File: src/rtl/mem_arbiter.sv
// Two-requester arbiter for the single data-memory port.
// M0 is the core LSU and M1 is the debug/DMA loader. The winning request is
// latched and presented to memory until i_READY arrives. The completion is then
// routed back to the granted requester only. A transaction that hangs in BUSY is
// aborted after TIMEOUT cycles with an error pulse.
module mem_arbiter #(
  parameter int ARB_MODE = 1,   // 0: fixed priority (M0 wins), 1: round-robin
  parameter int TIMEOUT  = 255  // BUSY cycles before abort; 0 disables
) (
  input  logic        i_clk,
  input  logic        i_rst_n,
  input  logic [17:0] i_M0_ADDR,
  input  logic [31:0] i_M0_WDATA,
  input  logic [3:0]  i_M0_BMASK,
  input  logic        i_M0_WREN,
  input  logic        i_M0_VALID,
  output logic        o_M0_READY,
  output logic [31:0] o_M0_RDATA,
  output logic        o_M0_ERR,
  input  logic [17:0] i_M1_ADDR,
  input  logic [31:0] i_M1_WDATA,
  input  logic [3:0]  i_M1_BMASK,
  input  logic        i_M1_WREN,
  input  logic        i_M1_VALID,
  output logic        o_M1_READY,
  output logic [31:0] o_M1_RDATA,
  output logic        o_M1_ERR,
  output logic [17:0] o_ADDR,
  output logic [31:0] o_WDATA,
  output logic [3:0]  o_BMASK,
  output logic        o_WREN,
  output logic        o_VALID,
  input  logic        i_READY,
  input  logic [31:0] i_RDATA,
  output logic [1:0]  o_GNT,
  output logic        o_BUSY
);

  // The counter only has to reach TIMEOUT-1, so it is sized for that value.
  localparam int CNT_W = (TIMEOUT > 2) ? $clog2(TIMEOUT) : 1;
  localparam logic [CNT_W-1:0] CNT_LAST = CNT_W'((TIMEOUT > 0) ? (TIMEOUT - 1) : 0);
  localparam bit TO_EN = (TIMEOUT != 0);

  typedef enum logic {
    S_IDLE = 1'b0,
    S_BUSY = 1'b1
  } state_t;

  state_t            state_q, state_d;
  logic [1:0]        gnt_q, gnt_d;
  logic              rr_q, rr_d;       // 0: M0 next on contention, 1: M1
  logic [CNT_W-1:0]  cnt_q, cnt_d;
  logic [17:0]       addr_q, addr_d;
  logic [31:0]       wdata_q, wdata_d;
  logic [3:0]        bmask_q, bmask_d;
  logic              wren_q, wren_d;

  logic              busy;
  logic              win;              // winning port index in IDLE
  logic              to_hit;           // abort this cycle
  logic              done;             // transaction ends this cycle

  assign busy = (state_q == S_BUSY);

  // Next-state logic: arbitration and latching in IDLE, completion and timeout in BUSY.
  always_comb begin
    state_d = state_q;
    gnt_d   = gnt_q;
    rr_d    = rr_q;
    cnt_d   = cnt_q;
    addr_d  = addr_q;
    wdata_d = wdata_q;
    bmask_d = bmask_q;
    wren_d  = wren_q;
    win     = 1'b0;
    to_hit  = 1'b0;
    done    = 1'b0;
    case (state_q)
      S_IDLE: begin
        if (i_M0_VALID || i_M1_VALID) begin
          // The pointer only matters on contention; a lone requester always wins.
          if (i_M0_VALID && i_M1_VALID) begin
            win = (ARB_MODE != 0) ? rr_q : 1'b0;
          end else begin
            win = i_M1_VALID;
          end
          addr_d  = win ? i_M1_ADDR  : i_M0_ADDR;
          wdata_d = win ? i_M1_WDATA : i_M0_WDATA;
          bmask_d = win ? i_M1_BMASK : i_M0_BMASK;
          wren_d  = win ? i_M1_WREN  : i_M0_WREN;
          gnt_d   = win ? 2'b10 : 2'b01;
          cnt_d   = '0;
          state_d = S_BUSY;
        end
      end
      S_BUSY: begin
        // A READY arriving in the last allowed cycle still counts as normal completion.
        to_hit = TO_EN && !i_READY && (cnt_q == CNT_LAST);
        done   = i_READY || to_hit;
        if (done) begin
          state_d = S_IDLE;
          gnt_d   = 2'b00;
          // Hand priority to the port that was not just served.
          rr_d    = gnt_q[0];
        end else if (TO_EN) begin
          cnt_d = cnt_q + 1'b1;
        end
      end
      default: state_d = S_IDLE;
    endcase
  end

  // State and latched-request registers. Everything clears so that all outputs are 0 in reset.
  always_ff @(posedge i_clk) begin
    if (!i_rst_n) begin
      state_q <= S_IDLE;
      gnt_q   <= 2'b00;
      rr_q    <= 1'b0;
      cnt_q   <= '0;
      addr_q  <= '0;
      wdata_q <= '0;
      bmask_q <= '0;
      wren_q  <= 1'b0;
    end else begin
      state_q <= state_d;
      gnt_q   <= gnt_d;
      rr_q    <= rr_d;
      cnt_q   <= cnt_d;
      addr_q  <= addr_d;
      wdata_q <= wdata_d;
      bmask_q <= bmask_d;
      wren_q  <= wren_d;
    end
  end

  // Requester responses. These are gated by reset so that an aborted transaction never pulses.
  always_comb begin
    o_M0_READY = i_rst_n && done && gnt_q[0];
    o_M1_READY = i_rst_n && done && gnt_q[1];
    o_M0_ERR   = i_rst_n && to_hit && gnt_q[0];
    o_M1_ERR   = i_rst_n && to_hit && gnt_q[1];
    o_M0_RDATA = (i_rst_n && busy && i_READY && gnt_q[0]) ? i_RDATA : 32'd0;
    o_M1_RDATA = (i_rst_n && busy && i_READY && gnt_q[1]) ? i_RDATA : 32'd0;
  end

  assign o_ADDR  = addr_q;
  assign o_WDATA = wdata_q;
  assign o_BMASK = bmask_q;
  assign o_WREN  = wren_q;
  assign o_VALID = busy;
  assign o_BUSY  = busy;
  assign o_GNT   = gnt_q;

endmodule
File: config.mk
export PLATFORM = sky130hd
export DESIGN_NAME = mem_arbiter
export DESIGN_NICKNAME = d
export VERILOG_FILES = /design/src/rtl/mem_arbiter.sv
export SDC_FILE = /design/constraint.sdc
export NUM_CORES = 1
export LEC_CHECK = 0
export ABC_AREA = 1
export CAP_MARGIN = 20
export CORE_MARGIN = 4
export CORE_UTILIZATION = 34
export CTS_CLUSTER_SIZE = 40
export DETAILED_ROUTE_END_ITERATION = 8
export PLACE_DENSITY = 0.9
export RECOVER_POWER = 100
export SLEW_MARGIN = 40
export SYNTH_ARGS = -nofsm -noshare
export SYNTH_HDL_FRONTEND = slang
export SYNTH_SLANG_ARGS = --single-unit
File: constraint.sdc
create_clock -name i_clk -period 1.75 [get_ports i_clk]
set_input_delay 0.175 -clock i_clk [delete_from_list [all_inputs] [get_ports i_clk]]
set_output_delay 0.175 -clock i_clk [all_outputs]
set_load 0.05 [all_outputs]
---- Yosys cells after proc, flatten, opt, wreduce, memory -nomap -nowiden ----
Cells that the tools add are included.
word-level totals
  output and inout bits ................... 127
  register bits after elaboration ......... 67
  input port bits ......................... 147
  word-level logic and storage cells ...... 54
operators by class
  equality and inequality tests ........... 4
  add/sub/neg operators ................... 1
  reductions and logical operators ........ 19
  muxes and demuxes ....................... 21
  bitwise operators ....................... 1
operators by type and width
  kind                 number
  $mux 32              3
  $mux 18              1
  $mux 8               2
  $pmux 8 s2           1
  $logic_and 1x1->1    12
  $add 8x1->8 const B  1
  $eq 8x8->1 const B   1
  $mux 1               8
  $reduce_and 2->1     4
  $mux 2               3
  $mux 4               1
  $ne 2x2->1 const B   2
  $pmux 2 s2           1
  $logic_or 1x1->1     2
  $ne 2x1->1 const B   1
  $pmux 1 s2           1
  $logic_not 1->1      1
  $not 1->1            1

---- Logic depth before layout (Yosys ltp) ----
  word-level depth ........................ 7
  gate-level depth with buffers ........... 9
  mapped depth without buffers ............ 9

---- Worst setup path before layout ----
OpenSTA, ideal clock, no wires.
  kind .................................... reg-to-output
  start ................................... register state_q (netlist: o_BUSY)
  end ..................................... output port o_M1_RDATA[10]
  required time ........................... 1.575 ns
  stages on the path, launching flop included .. 6
  data arrival time ....................... 1.900 ns
  path slack .............................. -0.325 ns
  cell sequence ........................... dfxtp_1 -> nand2_1 -> inv_1 -> nand3_1 -> buf_2 -> nor2_1
on the way
  longest elaborated chain between the ends .. 4
ends and longest elaborated chain
  item                            RTL line  RTL
  from (decl)                     49        state_t state_q, state_d;
  from (signal assigned)          125       state_q <= state_d;
  $logic_and 1x1->1 (3 in a row)  143       o_M1_RDATA = (i_rst_n && busy && i_READY && gnt_q[1]) ? i_RDATA : 32'd0;
  $mux 32                         143
  to (decl)                       26        output logic [31:0] o_M1_RDATA,
No other way between the ends.

---- Final worst setup path ----
  start ................................... register cnt_q[1]
  end ..................................... output port o_M1_READY
on the way
  longest elaborated chain between the ends .. 6
ends and longest elaborated chain
  item                            RTL line  RTL
  from (decl)                     52        logic [CNT_W-1:0] cnt_q, cnt_d;
  from (signal assigned)          128       cnt_q <= cnt_d;
  $eq 8x8->1                      98        to_hit = TO_EN && !i_READY && (cnt_q == CNT_LAST);
  $logic_and 1x1->1               98
  $logic_or 1x1->1                99        done = i_READY || to_hit;
  $mux 1                          78        case (state_q)
  $logic_and 1x1->1 (2 in a row)  139       o_M1_READY = i_rst_n && done && gnt_q[1];
  to (decl)                       25        output logic o_M1_READY,
No other way between the ends.

==> impl_results.rst <==
.. list-table::
   :header-rows: 1

   * - Metric
     - Value
   * - Post-Route Skew
     - 0.0104 ns
   * - Biggest cell delay along the critical path
     - 0.38 ns
   * - HPWL Detailed
     - 11700 µm
   * - Violated checks
     - negative setup slack
   * - Yosys top cell area share
     - 36.7%
   * - DIE AREA
     - 12500 µm²
   * - Via count of the routed design
     - 4845
   * - Non-Filler Cell Area, Final
     - 8020 µm²
   * - Remaining antenna violation count
     - 0
   * - List of cells traversed by the critical path
     - ha_4 > nand2_4 > nor2_4 > nand2_2 > nand2_4 > nand2_4 > nor2_4 > buf_12
   * - Most frequently used cell type in the post-synthesis netlist
     - sky130_fd_sc_hd__nand2_1
   * - Number of I/O port buffers
     - 273
   * - Footprint of the multi-input gates
     - 2180 µm²
   * - Detailed router's first-iteration violation count
     - 199
   * - Inserted Clock Buffers
     - 9
   * - Fraction of the core area covered by cells at the end of the flow
     - 77.0%
   * - Fill cell instance count of the final layout
     - 634
   * - Number of global-route vias before repair
     - 4765
   * - Most numerous cell types in the synthesized netlist
     - sky130_fd_sc_hd__nand2_1 (140), sky130_fd_sc_hd__inv_1 (93), sky130_fd_sc_hd__nor2_1 (73), sky130_fd_sc_hd__nand3_1 (68), sky130_fd_sc_hd__dfxtp_1 (67)
   * - Final-layout setup total negative slack
     - -0.101 ns
   * - Cell seen most often among critical-path stages
     - sky130_fd_sc_hd__nand2_4
   * - Pre-Repair DR Iteration Count
     - 5
   * - Placed Cells incl. Taps
     - 952
   * - Diodes inserted
     - 0
   * - Total routing usage reported by global routing
     - 23.7%
   * - Minimum clock period after layout
     - 1.80 ns
   * - Share of flip-flops with an asynchronous set or reset after synthesis
     - 0%
   * - Highest clock frequency the design can meet
     - 0.557 GHz
   * - TritonCTS clock tree
     - built
   * - CP endpoint kind
     - output port
   * - Post-synth EDFFs
     - 0
   * - Number of pins with negative max-slew slack in the final report
     - 0
   * - Via count normalized by instance count
     - 4.94
   * - Number of placement rows
     - 37
   * - Critical path arrival
     - 1.62 ns
   * - Clock root buffer
     - sky130_fd_sc_hd__clkbuf_8
   * - Post-synthesis cell count
     - 568
   * - Remaining routing DRC violations
     - 0
   * - Max cap viols
     - 0
   * - Average cell area after synthesis
     - 6.44 µm²
   * - Place WS
     - 0.0165 ns
   * - Worst setup margin
     - -0.0453 ns
   * - Layout overhead on the synthesized area
     - 119%
   * - Final Hold Viols
     - 0
   * - Post-route non-filler standard cell count
     - 980
   * - Final Net Count
     - 988
   * - Critical Path RT
     - 1.57 ns
   * - Initial cell density of the core
     - 35.1%
   * - Number of failing setup endpoints in the final timing report
     - 4
   * - Largest area contributor in the synthesized netlist
     - sky130_fd_sc_hd__dfxtp_1
   * - Ys Warns
     - 0
   * - Clock input transition at the sequential cells of the worst setup and hold paths
     - 0.08 ns
   * - Outcome
     - complete, but fails checks
   * - Number of storage elements in the synthesis netlist
     - 67
   * - CP max stage cell
     - sky130_fd_sc_hd__dfxtp_4
   * - Detailed-route wire length per cell
     - 17.3 µm
   * - WL final
     - 17000 µm
   * - Placeable core region
     - 10400 µm²
   * - Critical path launch point type
     - flip-flop
   * - Mapped Nets
     - 717
   * - Start-to-end type of the worst setup path
     - reg -> out
   * - Register cell area after layout
     - 1350 µm²
   * - Relative max-transition margin
     - 56.3%
   * - Routability congestion estimate from global placement
     - 0.863
   * - Pin slew with the least headroom to its limit
     - 0.659 ns
   * - Largest net degree at the start of global routing
     - 64
   * - Sequential share of the synthesized area
     - 36.7%
   * - Total gr overflow
     - 0
   * - H-tree depth
     - 3
   * - Share of post-route cells with drive strength above 1
     - 24.4%
   * - Die height
     - 112 µm
   * - Setup repair after global routing missed its margin
     - yes
   * - Sink Count
     - 67
   * - Horizontal extent of the die
     - 112 µm
   * - Area of the mapped netlist
     - 3660 µm²
   * - P_leak
     - 3.60 nW
   * - Number of antenna violations at the first check in global routing
     - 0
   * - Global-route wire length before repair
     - 24000 µm
   * - Insertion delay to the later sink of the worst-skew pair
     - 0.34 ns
   * - Area after detailed placement
     - 7340 µm²
   * - Post-cts hold buffer count
     - 0
   * - Power density cells
     - 629 nW/µm²
   * - Count of pins on the block boundary
     - 274
   * - Most frequently used flop master after synthesis
     - sky130_fd_sc_hd__dfxtp_1
   * - Path class of the lowest-slack min-delay path
     - in -> reg
   * - Highest fanout seen on the critical path
     - 4
   * - Count of different cell masters after synthesis
     - 23
   * - Peak supply drop
     - 0.000458 V
   * - Clock Path Buffers
     - 2
   * - Post-route fraction of the period consumed by the critical path
     - 103%
   * - Largest cells by area after synthesis
     - sky130_fd_sc_hd__dfxtp_1 (37%), sky130_fd_sc_hd__nand2_1 (14%), sky130_fd_sc_hd__o211ai_1 (11%), sky130_fd_sc_hd__inv_1 (9.5%), sky130_fd_sc_hd__nand3_1 (9.3%)
stage by stage:
stage | power, mW | hold WS (ns)
2_1_floorplan | 2.76 | 0.407
3_3_place_gp | 3.52 | 0.480
3_5_place_dp | 3.55 | 0.480
4_1_cts | 5.05 | 0.323
5_1_grt | 5.26 | 0.451
6_report | 5.05 | 0.455
cell families after synthesis:
group	share of synthesized area, %
AND/OR/NAND/NOR	32.3
buffers and inverters	16.1
AO/OA/AOI/OAI	13.7
flip-flops	36.7
XOR/XNOR	0.479
adder cells (fa/ha/maj)	0.684
report_power, final:
part	total [mW]	internal [mW]	leakage, nW	switching (mW)
Clock	1.45	0.821	0.112	0.630
Sequential	1.75	1.66	0.558	0.0875
Combinational	1.84	0.751	2.93	1.09
Total	5.05	3.24	3.60	1.81
sequential cells by signal, indices dropped and copies added (netlist names):
register,flops
cnt_q,8
o_ADDR,18
o_BMASK,4
o_BUSY,1
o_GNT,2
o_WDATA,32
o_WREN,1
rr_q,1
path summary, 6_finish.rpt:
check / start / end / slack (ns) / cells after the start
worst min-delay path: i_rst_n / rr_q$_SDFFE_PN0P_ / 0.45 / 6
worst min register to register: o_WDATA[5]$_SDFFE_PN0P_ / o_WDATA[5]$_SDFFE_PN0P_ / 0.50 / 2
worst max register to register: cnt_q[1]$_SDFFE_PN0P_ / cnt_q[1]$_SDFFE_PN0P_ / 0.13 / 9
worst max-delay path: cnt_q[1]$_SDFFE_PN0P_ / o_M1_READY / -0.05 / 8
worst max-delay path, delay by kind of cell, from the launching register on:
family	cells	cell delay, ns
flip-flops	1	0.38
AND/OR/NAND/NOR	6	0.58
adder cells (fa/ha/maj)	1	0.15
buffers and inverters	1	0.15
what timing repair did:
action | in CTS | in global routing
cloned | 1 | 3
gates resized for setup | 47 | 34
pin swaps | 4 | 6
setup buffers | 3 | 5
endpoints found under the setup margin | 67 | 73
per-layer routing:
layer  vias up  track usage, %  routed length [µm]
met3        47            6.79                1200
li1       2326               -                   -
met1      2222            24.9                6060
met4         0            9.49                 590
met2       250            43.9                9140
met5         -               0                   0
cells in the final DEF (no fill, tap or decap):
cell type,Yosys,final
sky130_fd_sc_hd__o21ai_4,0,1
sky130_fd_sc_hd__dfxtp_2,0,3
sky130_fd_sc_hd__nand3b_1,1,1
sky130_fd_sc_hd__nand2_2,1,2
sky130_fd_sc_hd__a21oi_1,11,11
sky130_fd_sc_hd__inv_4,0,2
sky130_fd_sc_hd__buf_4,1,15
sky130_fd_sc_hd__dfxtp_1,67,62
sky130_fd_sc_hd__buf_12,0,73
sky130_fd_sc_hd__nand2_4,0,4
sky130_fd_sc_hd__nand2_1,140,135
sky130_fd_sc_hd__buf_6,5,1
sky130_fd_sc_hd__ha_1,2,1
sky130_fd_sc_hd__nand4_1,1,1
sky130_fd_sc_hd__nor2_4,0,42
sky130_fd_sc_hd__clkbuf_16,0,3
sky130_fd_sc_hd__dlymetal6s2s_1,0,5
sky130_fd_sc_hd__clkbuf_1,9,8
sky130_fd_sc_hd__o21ai_1,1,1
sky130_fd_sc_hd__inv_2,8,8
sky130_fd_sc_hd__bufinv_16,0,2
sky130_fd_sc_hd__inv_1,93,91
sky130_fd_sc_hd__xnor2_1,2,2
sky130_fd_sc_hd__nor2_2,2,28
sky130_fd_sc_hd__nand3_2,1,1
sky130_fd_sc_hd__clkbuf_8,0,9
sky130_fd_sc_hd__clkdlybuf4s50_1,0,192
sky130_fd_sc_hd__inv_6,0,3
sky130_fd_sc_hd__o21ai_2,2,1
sky130_fd_sc_hd__o211ai_1,55,55
sky130_fd_sc_hd__dfxtp_4,0,2
sky130_fd_sc_hd__nand3_4,0,2
sky130_fd_sc_hd__buf_2,22,1
sky130_fd_sc_hd__o21ai_0,2,2
sky130_fd_sc_hd__ha_4,0,1
sky130_fd_sc_hd__nor2_1,73,5
sky130_fd_sc_hd__clkinv_4,0,1
sky130_fd_sc_hd__buf_16,0,1
sky130_fd_sc_hd__nand3_1,68,66
final cells by class:
cell class                 instances  share of cell area, %
inverter                         101                   4.79
clock inverter                     6                   1.19
multi-input combinational        362                   27.2
timing repair buffer             298                   46.2
tap                              136                   2.12
clock buffer                      10                   1.59
sequential                        67                   16.9
No activity file was read; power rests on OpenSTA's default activity.
==> variant 1: new RTL, config.mk and constraints unchanged <==
`addr_q` and `wdata_q` no longer have a reset.
--- a/src/rtl/mem_arbiter.sv
+++ b/src/rtl/mem_arbiter.sv
@@ -118,6 +118,4 @@
       rr_q    <= 1'b0;
       cnt_q   <= '0;
-      addr_q  <= '0;
-      wdata_q <= '0;
       bmask_q <= '0;
       wren_q  <= 1'b0;
@@ -127,9 +125,12 @@
       rr_q    <= rr_d;
       cnt_q   <= cnt_d;
-      addr_q  <= addr_d;
-      wdata_q <= wdata_d;
       bmask_q <= bmask_d;
       wren_q  <= wren_d;
     end
+  end
+
+  always_ff @(posedge i_clk) begin
+    addr_q  <= addr_d;
+    wdata_q <= wdata_d;
   end
 
Check against the original RTL: not equivalent (a bounded check fails within 4 cycles, from zero or initial values and one cycle with i_rst_n low).
==> variant 1 against the unedited design <==
  * Worst hold slack worse by 43 ps
  * Routed wire length down 10%
  * Non-clock buffer count down 6
  * Sequential cell count unchanged
  * Critical endpoint is now o_M1_RDATA[21]
  * Total power down 4.8%
  * Area after synthesis down 4.2%
  * Design area down 4.6%
  * Worst setup slack better by 50 ps
==> variant 1: results (changes against the unedited design) <==
The number of fillers in the final layout is 572 (was 634), and the detailed-route via count is 4196 (was 4845). The worst setup skew after layout is 16.49 ps (was 10.41 ps), and the met3 layer usage reported by global route is 7.281% (was 6.793%). The number of placed instances with taps included was 853 (was 952).

The pin count of the biggest net entering global routing was 58 (was 64); the area fraction in compound gates after synthesis was 2.856% (was 13.68%). For the total nets after synthesis, the log shows 605 (was 717). The delay of the slowest critical-path stage is 500 ps (was 380 ps), and the cell area after placement is 0.007258 sq mm (was 0.007338 sq mm). The origin of the worst min-delay path is i_M0_BMASK[0] (was i_rst_n). The final weighted congestion in routability-driven placement was 0.8502 (was 0.8628); the post-synthesis share of cell area spent on xor and xnor gates was 0% (was 0.4790%).

The count of flip-flops with a built-in enable after synthesis is 50 (was 0), and the wire length of the first global-routing pass is 21.67 mm (was 24.02 mm). The run finished with clean final reports. The gate family responsible for the most delay along the worst path is buffers and inverters (was simple AND/OR/NAND/NOR gates). The tools report the count of routing violations after the opening detailed-route iteration as 264 (was 199). The global-route total usage across every layer is 23.85% (was 23.66%), and the instance count along the most critical hold path is 3 (was 6). The worst voltage drop across the vdd grid is 0.0005570 V (was 0.0004584 V). The fraction of final layout cells sized beyond drive strength 1 is 26.34% (was 24.41%), and the clock share of power is 26.5% (was 28.8%). The run gives 40.1% (was 34.7%) as the fraction of power consumed by sequential logic. For the instance count of the mapped netlist, the log shows 456 (was 568).
variant 1: cell types whose count changed in the layout (fill, tap and decap cells not counted), sizes merged, moves of 6 or more:
cell	delta
nand2	+54
edfxtp	+50
dfxtp	-50
nand3	-45
clkdlybuf4s50	+6
clkbuf	-6
o211ai	-55
inv	-54
variant 1: cell type report:
type	instances	area (sq um)	share of cell area [%]
Clock inverter	3	18.77	0.2455
Antenna cell	1	2.502	0.03273
Multi-Input combinational cell	318	1600	20.93
Sequential cell	67	1852	24.22
Timing Repair Buffer	292	3621	47.36
Tap cell	133	166.4	2.177
Inverter	51	200.2	2.619
Clock buffer	13	183.9	2.406
variant 1: worst min-delay path, delay by kind of cell:
kind            cells  cell delay [ps]
compound gates      1               60
buf+inv             1              410
simple gates        1               70
variant 1: repair_timing:
action                     4_1_cts  5_1_grt
hold endpoints to repair         0        0
resized for setup               21       15
pin swaps                        4        5
buffers inserted                 5        3
setup endpoints to repair       68       17
==> variant 2: new RTL, same flow settings <==
Without the edit above. Set the parameter `TIMEOUT` to 510 (it was 255).
--- a/src/rtl/mem_arbiter.sv
+++ b/src/rtl/mem_arbiter.sv
@@ -6,5 +6,5 @@
 module mem_arbiter #(
   parameter int ARB_MODE = 1,   // 0: fixed priority (M0 wins), 1: round-robin
-  parameter int TIMEOUT  = 255  // BUSY cycles before abort; 0 disables
+  parameter int TIMEOUT  = 510  // BUSY cycles before abort; 0 disables
 ) (
   input  logic        i_clk,
Behaviour: same outputs for any inputs over 10 cycles, from zero or initial values and one cycle with i_rst_n low; that may be too few to reach the edited logic, so the function may still have changed.
==> variant 2 against the unedited design <==
  * The flow still finishes with violations (setup timing)
  * Total power decreased by 6.0%
  * Worst hold slack worse by 53 ps
  * Design area is 3.8% lower
  * Routed wire length grew 5.4%
  * Worst setup slack worse by 12 ps
  * Area after synthesis shrank 7.2%
  * Clock power down 3%
  * Sequential share of layout area grew 0.95 points
  * Count of clock-buffer cells in the layout fell by 1
  * Sequential cell count up 1
  * Maximum frequency shrank 0.64%
  * Critical endpoint is now rr_q
==> variant 2: results (changes against the unedited design) <==
The tools report the count of different cell masters after synthesis as 22 (was 23). The multi-input logic cell count came out at 378 (was 362). For the wire length of the first global-routing pass, the log shows 24.81 mm (was 24.02 mm).

The number of vias per cell was 5.020 (was 4.944); the cell area after placement was 0.007232 sq mm (was 0.007338 sq mm). The logs give 358 (was 199) for the count of routing violations after the opening detailed-route iteration and 2020 ps (was 1620 ps) for the arrival time of the worst setup path. The area fraction in compound gates after synthesis was 11.14% (was 13.68%). The post-placement setup slack is -10.48 ps (was 16.46 ps). The detailed placer's ending HPWL was 12.61 mm (was 11.67 mm). Violated checks: setup timing (unchanged). The fraction of final layout cells sized beyond drive strength 1 was 26.19% (was 24.41%); the instance count of the mapped netlist was 537 (was 568).

The net count reported at finish came out at 965 (was 988). The switching part of the total power is 34.39% (was 35.86%), and the logic depth of the worst register-to-register path is 13 (was 9). The tools report the final worst slack as -56.87 ps (was -45.34 ps). Non-clock inverter count in the final layout: 58 (was 101). The non-clock buffer count in the final layout came out at 301 (was 298).

The routing usage on met2 was 52.18% (was 43.92%); the number of sequential cells in the layout was 68 (was 67). Ranking of synthesized cells by area: sky130_fd_sc_hd__dfxtp_1, sky130_fd_sc_hd__nand2_1, sky130_fd_sc_hd__a31oi_1 (was sky130_fd_sc_hd__dfxtp_1, sky130_fd_sc_hd__nand2_1, sky130_fd_sc_hd__o211ai_1). Number of fillers in the final layout: 581 (was 634). The fraction of standard cell area that is sequential was 17.82% (was 16.87%).

The number of setup violations in the final report was 5 (was 4). The area of the multi-input gates came out at 0.002081 sq mm (was 0.002183 sq mm). The run gives 6.168 mm (was 6.062 mm) as the met1 wire length. The instance count along the most critical hold path was 3 (was 6). Worst voltage drop across the vdd grid: 0.0005110 V (was 0.0004584 V).

The synthesized-area fraction occupied by adder cells is 0.7375% (was 0.6842%), and the leakage power of the design is 3.076 nW (was 3.602 nW). The wire length on met3 is 1.303 mm (was 1.203 mm). The global-route total usage across every layer is 27.07% (was 23.66%), and the met1 demand-to-capacity share in global routing is 27.40% (was 24.93%). The total nets after synthesis is 686 (was 717). Sequential fraction of the synthesis area: 40.12% (was 36.67%).

The logs give 954 (was 980) for the final instance count without filler cells and 18 (was 47) for the count of cells resized by post-cts repair. The flow ran to the end, but the final reports show violations. The aggregate negative setup slack was -133.9 ps (was -101.2 ps); the met3 layer usage reported by global route was 8.098% (was 6.793%). The area fraction of clock buffers and clock inverters was 2.789% (was 2.778%). The logs give 133 (was 136) for the tap cell count and 928 (was 952) for the number of placed instances with taps included.

The delay of the slowest critical-path stage is 360 ps (was 380 ps). The number of buffers inserted to repair setup after CTS is 9 (was 3).
[variant 2: cell types whose count changed after synthesis, moves of 4 or more]
cell | before | now
sky130_fd_sc_hd__buf_6 | 5 | 1
sky130_fd_sc_hd__o211ai_1 | 55 | 0
sky130_fd_sc_hd__inv_2 | 8 | 3
sky130_fd_sc_hd__nand2_1 | 140 | 207
sky130_fd_sc_hd__clkbuf_1 | 9 | 16
sky130_fd_sc_hd__inv_1 | 93 | 55
sky130_fd_sc_hd__buf_4 | 1 | 7
sky130_fd_sc_hd__nand3_1 | 68 | 23
sky130_fd_sc_hd__a31oi_1 | 0 | 46
sky130_fd_sc_hd__buf_2 | 22 | 9
[variant 2: path summary, 6_finish.rpt]
check	startpoint	to
setup / recovery	cnt_q[1]	rr_q
hold / removal	i_M0_ADDR[10]	o_ADDR[10]
setup reg to reg	cnt_q[1]	rr_q
hold reg to reg	o_WDATA[19]	o_WDATA[19]
